===== src/rtl/data_register_pkg.sv =====
// Shared types and constants for the operand data register arbiter.
package data_register_pkg;

  localparam int DEF_DATA_W = 16;
  localparam int DEF_ADDR_W = 4;
  localparam int NUM_PORTS  = 2;

  typedef enum logic [1:0] {IDLE, ACCESS, RESP} state_t;

  typedef logic port_t;

  // Power-up image, entry 0 in the low word; entries 7 and up are zero.
  localparam logic [7:0][15:0] INIT_IMAGE = {
    16'h0000, 16'h000A, 16'h000F, 16'h00FF,
    16'h0008, 16'h0010, 16'h000F, 16'h000A
  };

  function automatic logic [15:0] init_word(input int idx);
    if (idx >= 0 && idx < 8) return INIT_IMAGE[idx[2:0]];
    return 16'h0000;
  endfunction

endpackage


===== src/rtl/data_register_bank.sv =====
// Operand register array: synchronous write, combinational read, power-up image.
module data_register_bank
  import data_register_pkg::*;
#(
  parameter int DATA_W = DEF_DATA_W,
  parameter int ADDR_W = DEF_ADDR_W
) (
  input  logic              clk,
  input  logic              we,
  input  logic [ADDR_W-1:0] waddr,
  input  logic [DATA_W-1:0] wdata,
  input  logic [ADDR_W-1:0] raddr,
  output logic [DATA_W-1:0] rdata
);

  localparam int DEPTH = 1 << ADDR_W;

  function automatic logic [DEPTH-1:0][DATA_W-1:0] power_up_image();
    logic [DEPTH-1:0][DATA_W-1:0] img;
    for (int i = 0; i < DEPTH; i++) img[i] = DATA_W'(init_word(i));
    return img;
  endfunction

  localparam logic [DEPTH-1:0][DATA_W-1:0] IMAGE = power_up_image();

  // Cells hold the difference from the image, so an all-zero array reads back
  // the power-up contents without any reset or load sequence.
  logic [DEPTH-1:0][DATA_W-1:0] diff;

  always_ff @(posedge clk)
    if (we) diff[waddr] <= wdata ^ IMAGE[waddr];

  assign rdata = diff[raddr] ^ IMAGE[raddr];

endmodule


===== src/rtl/data_register_arbiter.sv =====
// Two-port arbiter/sequencer owning the operand data register bank.
// DATA_ARB_ROUND_ROBIN_EN selects round-robin arbitration; default is fixed priority to port 0.
module data_register_arbiter
  import data_register_pkg::*;
#(
  parameter int DATA_W = DEF_DATA_W,
  parameter int ADDR_W = DEF_ADDR_W
) (
  input  logic              clk,
  input  logic              rst_n,
  input  logic              p0_req,
  input  logic              p0_we,
  input  logic [ADDR_W-1:0] p0_addr,
  input  logic [DATA_W-1:0] p0_wdata,
  output logic              p0_gnt,
  output logic              p0_done,
  output logic [DATA_W-1:0] p0_rdata,
  input  logic              p1_req,
  input  logic              p1_we,
  input  logic [ADDR_W-1:0] p1_addr,
  input  logic [DATA_W-1:0] p1_wdata,
  output logic              p1_gnt,
  output logic              p1_done,
  output logic [DATA_W-1:0] p1_rdata,
  output logic              busy
);

  typedef struct packed {
    logic              we;
    logic [ADDR_W-1:0] addr;
    logic [DATA_W-1:0] wdata;
    port_t             port;
  } req_t;

  state_t                               state;
  req_t                                 cap, sel;
  req_t  [NUM_PORTS-1:0]                port_req;
  logic  [NUM_PORTS-1:0]                req, gnt, done;
  logic  [NUM_PORTS-1:0][DATA_W-1:0]    rdata;
  logic  [DATA_W-1:0]                   rd_word;
  logic                                 sample, wr_en;
  port_t                                win;

  assign port_req[0] = '{we: p0_we, addr: p0_addr, wdata: p0_wdata, port: 1'b0};
  assign port_req[1] = '{we: p1_we, addr: p1_addr, wdata: p1_wdata, port: 1'b1};
  assign req         = {p1_req, p0_req};
  assign sample      = (state == IDLE) || (state == RESP);

`ifdef DATA_ARB_ROUND_ROBIN_EN
  port_t ptr;

  assign win = (&req) ? ptr : ~req[0];

  always_ff @(posedge clk or negedge rst_n)
    if (!rst_n)    ptr <= 1'b0;
    else if (|gnt) ptr <= ~win;
`else
  assign win = ~req[0];
`endif

  always_comb begin
    gnt = '0;
    if (sample && req[win]) gnt[win] = 1'b1;
  end

  assign sel = port_req[win];

  // Gate with rst_n so a write whose closing edge lands in reset is dropped.
  assign wr_en = (state == ACCESS) && cap.we && rst_n;

  data_register_bank #(.DATA_W(DATA_W), .ADDR_W(ADDR_W)) u_bank (
    .clk   (clk),
    .we    (wr_en),
    .waddr (cap.addr),
    .wdata (cap.wdata),
    .raddr (cap.addr),
    .rdata (rd_word)
  );

  always_ff @(posedge clk or negedge rst_n) begin
    if (!rst_n) begin
      state <= IDLE;
      cap   <= '0;
      done  <= '0;
      rdata <= '0;
    end else begin
      done <= '0;
      unique case (state)
        IDLE, RESP: begin
          if (|req) begin
            cap   <= sel;
            state <= ACCESS;
          end else begin
            state <= IDLE;
          end
        end
        ACCESS: begin
          done[cap.port] <= 1'b1;
          if (!cap.we) rdata[cap.port] <= rd_word;
          state <= RESP;
        end
        default: state <= IDLE;
      endcase
    end
  end

  assign p0_gnt   = gnt[0];
  assign p1_gnt   = gnt[1];
  assign p0_done  = done[0];
  assign p1_done  = done[1];
  assign p0_rdata = rdata[0];
  assign p1_rdata = rdata[1];
  assign busy     = (state != IDLE);

endmodule


===== config.mk =====
export PLATFORM = sky130hd
export DESIGN_NAME = data_register_arbiter
export DESIGN_NICKNAME = d
export VERILOG_FILES = /design/src/rtl/data_register_pkg.sv /design/src/rtl/data_register_bank.sv /design/src/rtl/data_register_arbiter.sv
export SDC_FILE = /design/constraint.sdc
export NUM_CORES = 1
export LEC_CHECK = 0
export ABC_AREA = 1
export BUFFER_PORTS_ARGS = -buffer_cell sky130_fd_sc_hd__buf_2
export CORE_ASPECT_RATIO = 1.1
export CORE_MARGIN = 3
export CORE_UTILIZATION = 60
export DETAILED_ROUTE_END_ITERATION = 16
export PLACE_DENSITY = 0.79
export SYNTH_ARGS = -nofsm -noshare
export SYNTH_HDL_FRONTEND = slang
export SYNTH_SLANG_ARGS = --single-unit

===== constraint.sdc =====
create_clock -name clk -period 3.6 [get_ports clk]
set_input_delay 0.54 -clock clk [delete_from_list [all_inputs] [get_ports clk]]
set_output_delay 0.54 -clock clk [all_outputs]
set_load 0.01 [all_outputs]

==> metrics.md, run 1 <==
| Metric | Value |
|---|---|
| WP data arrival | `2.73 ns` |
| Setup TNS | `0 ns` |
| Hold path depth | `3` |
| DIE AREA | `22550 µm²` |
| Buf/Inv on CP | `2` |
| # clock sinks | `314` |
| Setup CP Type | `reg -> reg` |
| I/O pins | `83` |
| Finished Cell Area | `14280 µm²` |
| Worst hold start | `p0_wdata[15]` |
| Fmax | `403.8 MHz` |
| Final min period | `2.476 ns` |
| Capturing point of the worst reg2reg path | `u_bank.diff[117]` |
| Setup Viol. Count Final | `0` |
| Core area | `20130 µm²` |
| Initial antenna violation count | `0` |
| Slew at the pin closest to its max-slew limit | `1.103 ns` |
| Fin. max-slew vios | `0` |
| Total CTS buffers | `30` |
| Die Wd | `143.4 µm` |
| Final hold vios | `0` |
| Crit path max fanout | `12` |
| Setup crit start kind | `flop` |
| Final period util | `68.79%` |
| Vias in the first global route | `8661` |
| Skew final | `0.01926 ns` |
| Layout cell share with drive strength beyond 1 | `14.41%` |
| Postcts setup bufs | `0` |
| Hold buffer count at cts | `0` |
| WL per Instance | `19.91 µm` |
| CP cell instances | `inv_1 -> nand2_1 -> nor3_2 -> buf_4` |
| Commonest non-fill, non-tap cell in the layout | `nand2_1` |
| PostCTS Resize Cnt | `0` |
| Synth Cell Area | `12470 µm²` |
| HPWL Detailed | `18260 µm` |
| Synth Net Count | `1133` |
| Die height | `157.2 µm` |
| Final antenna-violating net count | `0` |
| Seq/Total Area, Yosys | `73.30%` |
| Iter 0 DRT Violations | `838` |
| R2R Setup Slk | `1.12 ns` |
| Final net count | `1245` |
| Clk_lat worst skew | `0.56 ns` |
| Max cap viols | `0` |
| Clk slew on worst S/H paths | `0.06 ns` |
| Power Dens Cells | `660.4 nW/µm²` |
| Synth warn | `0` |
| # fillers | `1327` |
| CP peak stage delay | `0.72 ns` |
| Final wirelength | `29330 µm` |
| Status | `complete, no violations` |
| RSZ-0062 raised after global routing | `false` |
| Reg-to-reg startpoint | `cap[20]` |
| Commonest cells after routing, fill and taps aside | `nand2_1 (469), edfxtp_1 (256), buf_2 (82)` |
| Slowest stage cell, crit path | `nor3_2` |
| DRT Pass-1 Iters | `5` |
| CTS tree | `built` |
| Area of the multi-input gates | `2999 µm²` |
| # diodes | `0` |
| Pin count of the biggest net entering global routing | `61` |
| Total grt overflow | `0` |
| Vias post-DR | `8564` |
| Vias per cell | `5.814` |
| First-pass GRT wire length | `45320 µm` |
| Peak VDD IR | `0.0005113 V` |
| Buffer depth of the longest clock path | `3` |
| Pre-CTS WS | `1.081 ns` |
| Delay-heaviest family, CP | `simple AND/OR/NAND/NOR gates` |
| Root buf cell | `clkbuf_16` |
| Leak | `5.924 nW` |
| Routability congestion estimate | `0.8580` |
| I/O Buffers | `82` |
| Dpl cell area | `13340 µm²` |
| Syn avg cell area | `11.47 µm²` |
| Initial core utilization | `61.93%` |
| Fin worst setup slack | `1.124 ns` |
| H-tree depth | `1` |
| Syn Inst Count | `1087` |
| Min-Delay Endpoint | `cap[16]` |
| Post-synth cell types | `26` |
| Synth-to-layout area growth | `14.54%` |
| Total track usage | `26.16%` |
| CP Capture Type | `flop` |
| WP data required | `3.85 ns` |
| R2R depth | `4` |
| Max-slew headroom | `26.23%` |
| HP Class | `in -> reg` |
| Synthesized flop and latch total | `314` |
| Reg area | `9139 µm²` |
| DR DRC count | `0` |
| Rows | `54` |
==> worst reg2reg max path, cell delays in order (launching register included) <==
cell     delay, ns
dfrtp_1       0.43
inv_1         0.36
nand2_1       0.34
nor3_2        0.72
buf_4         0.33
==> layer usage <==
layer  global-route usage (%)  up-vias  wire [µm]
met5                        0        -          0
met4                    10.36        0       1009
met3                    3.282       73       1978
met2                    46.18      374      15400
met1                    33.12     4202      10940
li1                         -     3915          -
==> flip-flops by register name (all words and copies together), names as in the netlist <==
| register | flops |
|---|---|
| state | 2 |
| done | 2 |
| u_bank.diff | 256 |
| p0_rdata | 16 |
| cap | 22 |
| p1_rdata | 16 |
==> area by class of cell <==
class	count	share of cell area, %
flip-flops and latches	314	63.99
clock buffers	46	6.107
repair buffers	127	5.239
clock inverters	8	0.5081
inverters	36	0.9462
multi-input cells	690	21.00
well taps	252	2.208
==> worst max path at each step <==
stage / start / end / slack (ns) / depth (start not counted)
global route: cap[20] / p1_rdata[3] / 1.01 / 10
global placement: rst_n / u_bank.diff[233] / 1.15 / 6
detailed placement: rst_n / u_bank.diff[242] / 1.08 / 6
floorplan: cap[18] / u_bank.diff[80] / 0.94 / 5
finish: cap[20] / u_bank.diff[117] / 1.12 / 4
CTS: cap[20] / u_bank.diff[117] / 1.16 / 4
==> cells in the mapped netlist (all sizes together) <==
master	instances	area share, %
nand2	470	14
nand3	52	2.1
o22ai	1	0.050
nor3	3	0.12
nand4	8	0.40
xnor2	3	0.21
o21ai	20	0.80
clkbuf	20	0.60
edfxtp	256	62
a22oi	48	2.9
buf	27	1.1
dfrtp	58	12
o211ai	5	0.30
nor2	57	1.8
a21oi	17	0.68
xor2	5	0.35
or2	1	0.050
inv	35	1.1
clkinv	1	0.030
==> logic make-up (layout without fill, tap and decap cells) <==
| logic type | after synthesis | after routing | synth area share [%] |
|---|---|---|---|
| AOI/OAI and AO/OA | 91 | 91 | 4.727 |
| xor gates and xnor gates | 8 | 8 | 0.5620 |
| buffers and inverters | 83 | 217 | 2.790 |
| DFF | 314 | 314 | 73.30 |
| and+or+nand+nor | 591 | 591 | 18.63 |
==> stage by stage <==
step / power (mW) / cells / util [%] / hold slack (ns)
final: 9.431 / 1473 / 70.93 / 0.1945
after global routing: 9.819 / 1473 / 70.93 / 0.1887
after CTS: 9.453 / 1473 / 70.93 / 0.1747
after detailed placement: 6.468 / 1419 / 66.24 / 0.4338
after global placement: 6.404 / 1419 / 66.24 / 0.4268
after floorplan: 5.718 / 1087 / - / 0.2444
==> where the power goes <==
| group | switching, mW | internal [mW] |
|---|---|---|
| registers | 0.225 | 4.40 |
| clock network | 1.27 | 1.73 |
| logic | 1.24 | 0.561 |
Power figures use the tool's default switching activity.
==> run 2, diff against run 1 <==
--- a/config.mk
+++ b/config.mk
@@ -5,13 +5,13 @@
 export SDC_FILE = /design/constraint.sdc
 export NUM_CORES = 1
 export LEC_CHECK = 0
-export ABC_AREA = 1
+export ABC_AREA = 0
 export BUFFER_PORTS_ARGS = -buffer_cell sky130_fd_sc_hd__buf_2
 export CORE_ASPECT_RATIO = 1.1
 export CORE_MARGIN = 3
-export CORE_UTILIZATION = 60
+export CORE_UTILIZATION = 54
 export DETAILED_ROUTE_END_ITERATION = 16
-export PLACE_DENSITY = 0.79
+export PLACE_DENSITY = 0.75
 export SYNTH_ARGS = -nofsm -noshare
 export SYNTH_HDL_FRONTEND = slang
 export SYNTH_SLANG_ARGS = --single-unit
==> constraint.sdc (replaced) <==
create_clock -name clk -period 2.2 [get_ports clk]
set_input_delay 0.33 -clock clk [delete_from_list [all_inputs] [get_ports clk]]
set_output_delay 0.33 -clock clk [all_outputs]
set_load 0.01 [all_outputs]
==> run 2 against run 1 <==
Effect of this change:
- non-clock buffer count is 25 higher
- core utilization is 4.9 points lower
- global-route usage is 3.6 points lower
- register-to-register slack worse by 1.1 ns
- via count is 17% lower
- clock power is 73% higher
- critical endpoint is now u_bank.diff[150]
- largest cell class unchanged
- largest power group unchanged
==> metrics.md, run 2 <==
| Metric | Value |
|---|---|
| Slew at the pin closest to its max-slew limit | `1.088 ns (-0.01456 ns)` |
| Leak | `5.384 nW (-9.1%)` |
| Power Dens Cells | `1067 nW/µm² (+62%)` |
| Cell taking the most area after synthesis | `edfxtp_1` |
| Iter 0 DRT Violations | `658 (-21%)` |
| Setup crit start kind | `flop` |
| Initial antenna violation count | `0 (unchanged)` |
| Most congested layer reported by global routing | `met2` |
| # diodes | `0 (unchanged)` |
| Status | `complete, no violations` |
| Clk_lat worst skew | `0.54 ns (-0.02 ns)` |
| Pin count of the biggest net entering global routing | `59 (-3.3%)` |
| First-pass GRT wire length | `41700 µm (-8.0%)` |
| Final antenna-violating net count | `0 (unchanged)` |
| Biggest register | `u_bank.diff` |
| DIE AREA | `24830 µm² (+10%)` |
| Synthesized flop and latch total | `314 (unchanged)` |
| Slowest stage cell, crit path | `xnor2_1` |
| Synth warn | `0 (unchanged)` |
| DR DRC count | `0 (unchanged)` |
| Area of the multi-input gates | `3152 µm² (+5.1%)` |
| Number of flops mapped to enable cells by yosys | `256 (unchanged)` |
| Max cap viols | `0 (unchanged)` |
| HPWL Detailed | `17910 µm (-1.9%)` |
| H-tree depth | `1 (unchanged)` |
| Final hold vios | `0 (unchanged)` |
| Routability congestion estimate | `0.8518 (-0.72%)` |
| Clk slew on worst S/H paths | `0.06 ns (about the same)` |
| Synth Cell Area | `12400 µm² (-0.52%)` |
| PnR Total Power | `15.73 mW (+67%)` |
| Synth-to-layout area growth | `18.89%` |
| Setup Viol. Count Final | `0 (unchanged)` |
| Max FFs per register | `256 (unchanged)` |
| Die Wd | `150.5 µm (+4.9%)` |
| CP peak stage delay | `0.90 ns (+0.18 ns)` |
| Top-area cell type share of the netlist area | `61.98% (+0.32 points)` |
| Synth top cells by count | `edfxtp_1 (256), dfrtp_1 (58), nand2_1 (57), mux2i_1 (52), o21ai_0 (45)` |
| Seq/Total Area, Yosys | `73.68% (+0.38 points)` |
| HP Class | `in -> async` |
| CP cell instances | `nor2b_1 -> nand2_1 -> xnor2_1` |
| Top-count cell post-synth | `edfxtp_1` |
| Met3 usage | `3.293% (+0.011 points)` |
| Final period util | `98.22% (+29 points)` |
| Biggest regs | `u_bank.diff: 256 flops, cap: 22 flops` |
| Asr flop ratio synth | `18.47% (unchanged)` |
| Commonest cells after routing, fill and taps aside | `edfxtp_1 (256), buf_2 (82), buf_4 (60)` |
| Reg area | `9148 µm² (about the same)` |
| Vias per cell | `5.954 (+2.4%)` |
| I/O Buffers | `82 (unchanged)` |
| Total track usage | `22.53% (-3.6 points)` |
| Commonest non-fill, non-tap cell in the layout | `edfxtp_1` |
| CTS tree | `built` |
| Layout cell share with drive strength beyond 1 | `32.51% (+18 points)` |
| Final wirelength | `27650 µm (-5.7%)` |
| Ys flop type | `edfxtp_1` |
| Skew final | `0.008981 ns (-0.01028 ns)` |
| Pre-CTS WS | `-0.06046 ns (-1.142 ns)` |
| Rows | `57 (+5.6%)` |
| Post-synth cell types | `42 (+62%)` |
| Root buf cell | `clkbuf_16` |
| Fin. max-slew vios | `0 (unchanged)` |
| Final net count | `915 (-27%)` |
| RSZ-0062 raised after global routing | `true` |
| Grt met2 use | `36.12% (-10 points)` |
| Buffer depth of the longest clock path | `3 (unchanged)` |
| Hold buffer count at cts | `0 (unchanged)` |
| Setup CP Type | `reg -> reg` |
| Met1 Track Usage GR | `32.62% (-0.50 points)` |
| Syn Inst Count | `728 (-33%)` |
| Crit path max fanout | `16 (+4)` |
| Fin worst setup slack | `0.03909 ns (-1.084 ns)` |
| WP data required | `2.38 ns (-1.47 ns)` |
| Core area | `22320 µm² (+11%)` |
| Fin util | `66.06% (-4.9 points)` |
| Final min period | `2.161 ns (-0.3155 ns)` |
| WL per Instance | `23.30 µm (+17%)` |
| Peak VDD IR | `0.0007049 V (+38%)` |
| Synth Net Count | `774 (-32%)` |
| Fmax | `462.8 MHz (+15%)` |
| Total grt overflow | `0 (unchanged)` |
| I/O pins | `83 (unchanged)` |
| DRT Pass-1 Iters | `5 (unchanged)` |
| Synth top area cells | `edfxtp_1 (62%), dfrtp_1 (12%), mux4_2 (7.6%)` |
| Vias post-DR | `7067 (-17%)` |
| # fillers | `1459 (+9.9%)` |
| Syn avg cell area | `17.04 µm² (+49%)` |
| WP data arrival | `2.34 ns (-0.39 ns)` |
| Setup TNS | `0 ns (unchanged)` |
| CP Capture Type | `flop` |
| Total CTS buffers | `29 (-3.3%)` |
| Max-slew headroom | `26.93% (+0.70 points)` |
| Initial core utilization | `55.56% (-6.4 points)` |
| # clock sinks | `314 (unchanged)` |
| Die height | `165.0 µm (+4.9%)` |
| Postcts setup bufs | `0 (unchanged)` |
| Vias in the first global route | `7121 (-18%)` |
run 2: cell types whose count changed in the layout (fill, tap and decap cells not counted), sizes merged, moves of 7 or more:
cell    delta
nand2    -413
mux2i     +52
nand3     -50
a22oi     -42
mux4      +42
o21ai     +37
inv       -31
buf       +24
mux2      +24
nor2      -19
nand2b     +8
nand4      -8
nor3       +8
nor2b      +7
run 2: logic make-up (layout without fill, tap and decap cells):
| kind of cell | count (synthesis) | count (layout) | synth area share, % |
|---|---|---|---|
| AND/OR/NAND/NOR | 132 | 132 | 4.640 |
| XOR/XNOR | 10 | 10 | 0.7061 |
| multiplexers | 118 | 118 | 14.00 |
| buffers and inverters | 45 | 209 | 1.735 |
| flip-flops | 314 | 314 | 73.68 |
| AO/OA/AOI/OAI | 109 | 109 | 5.236 |
run 2: repair_timing:
action / in CTS / in global routing
hold endpoints to repair: 0 / 0
gates resized for setup: 1 / 13
cloned: 0 / 1
setup endpoints to repair: 16 / 109
run 2: per-layer routing:
layer | routed length, µm | up-vias
met5 | 0 | -
met4 | 726 | 0
met3 | 2366 | 53
met2 | 13310 | 357
met1 | 11250 | 3556
li1 | - | 3101
run 2: per-stage QoR:
| stage | std cells | hold WS, ns | instance area (µm²) |
|---|---|---|---|
| 5_1_grt | 1187 | 0.08607 | 14750 |
| 3_5_place_dp | 1132 | 0.4724 | 13630 |
| 6_report | 1187 | 0.06468 | 14750 |
| 3_3_place_gp | 1132 | 0.4572 | 13630 |
| 4_1_cts | 1186 | 0.07192 | 14650 |
| 2_1_floorplan | 728 | 0.03441 | 12440 |
run 2: area by class of cell:
| class | instances | share of cell area [%] |
|---|---|---|
| Sequential cell | 314 | 62.03 |
| Multi-Input combinational cell | 369 | 21.37 |
| Timing Repair Buffer | 152 | 7.161 |
| Clock buffer | 41 | 5.863 |
| Tap cell | 295 | 2.503 |
| Clock inverter | 13 | 0.9927 |
| Inverter | 3 | 0.07636 |
run 2: critical path: cells and delay by family (launching register included):
| family | cells | cell delay (ns) |
|---|---|---|
| flip-flops | 1 | 0.48 |
| XOR/XNOR | 1 | 0.90 |
| AND/OR/NAND/NOR | 2 | 0.42 |
run 2: final timing paths:
kind,to,from,slack [ns],cells after the start
setup / recovery,u_bank.diff[150],cap[19],0.04,3
min in group clk,cap[6],p1_wdata[5],0.08,3
hold / removal,p1_rdata[3],rst_n,0.06,2
max in group asynchronous,cap[17],rst_n,1.51,2
hold reg to reg,p1_rdata[15],p1_rdata[15],0.48,2
setup reg to reg,u_bank.diff[150],cap[19],0.04,3
run 2: where the power goes:
group	internal (mW)	switching [mW]	total, mW
clock network	3.09	2.09	5.18
registers	7.24	0.409	7.65
logic	1.23	1.67	2.90
total	11.6	4.17	15.7
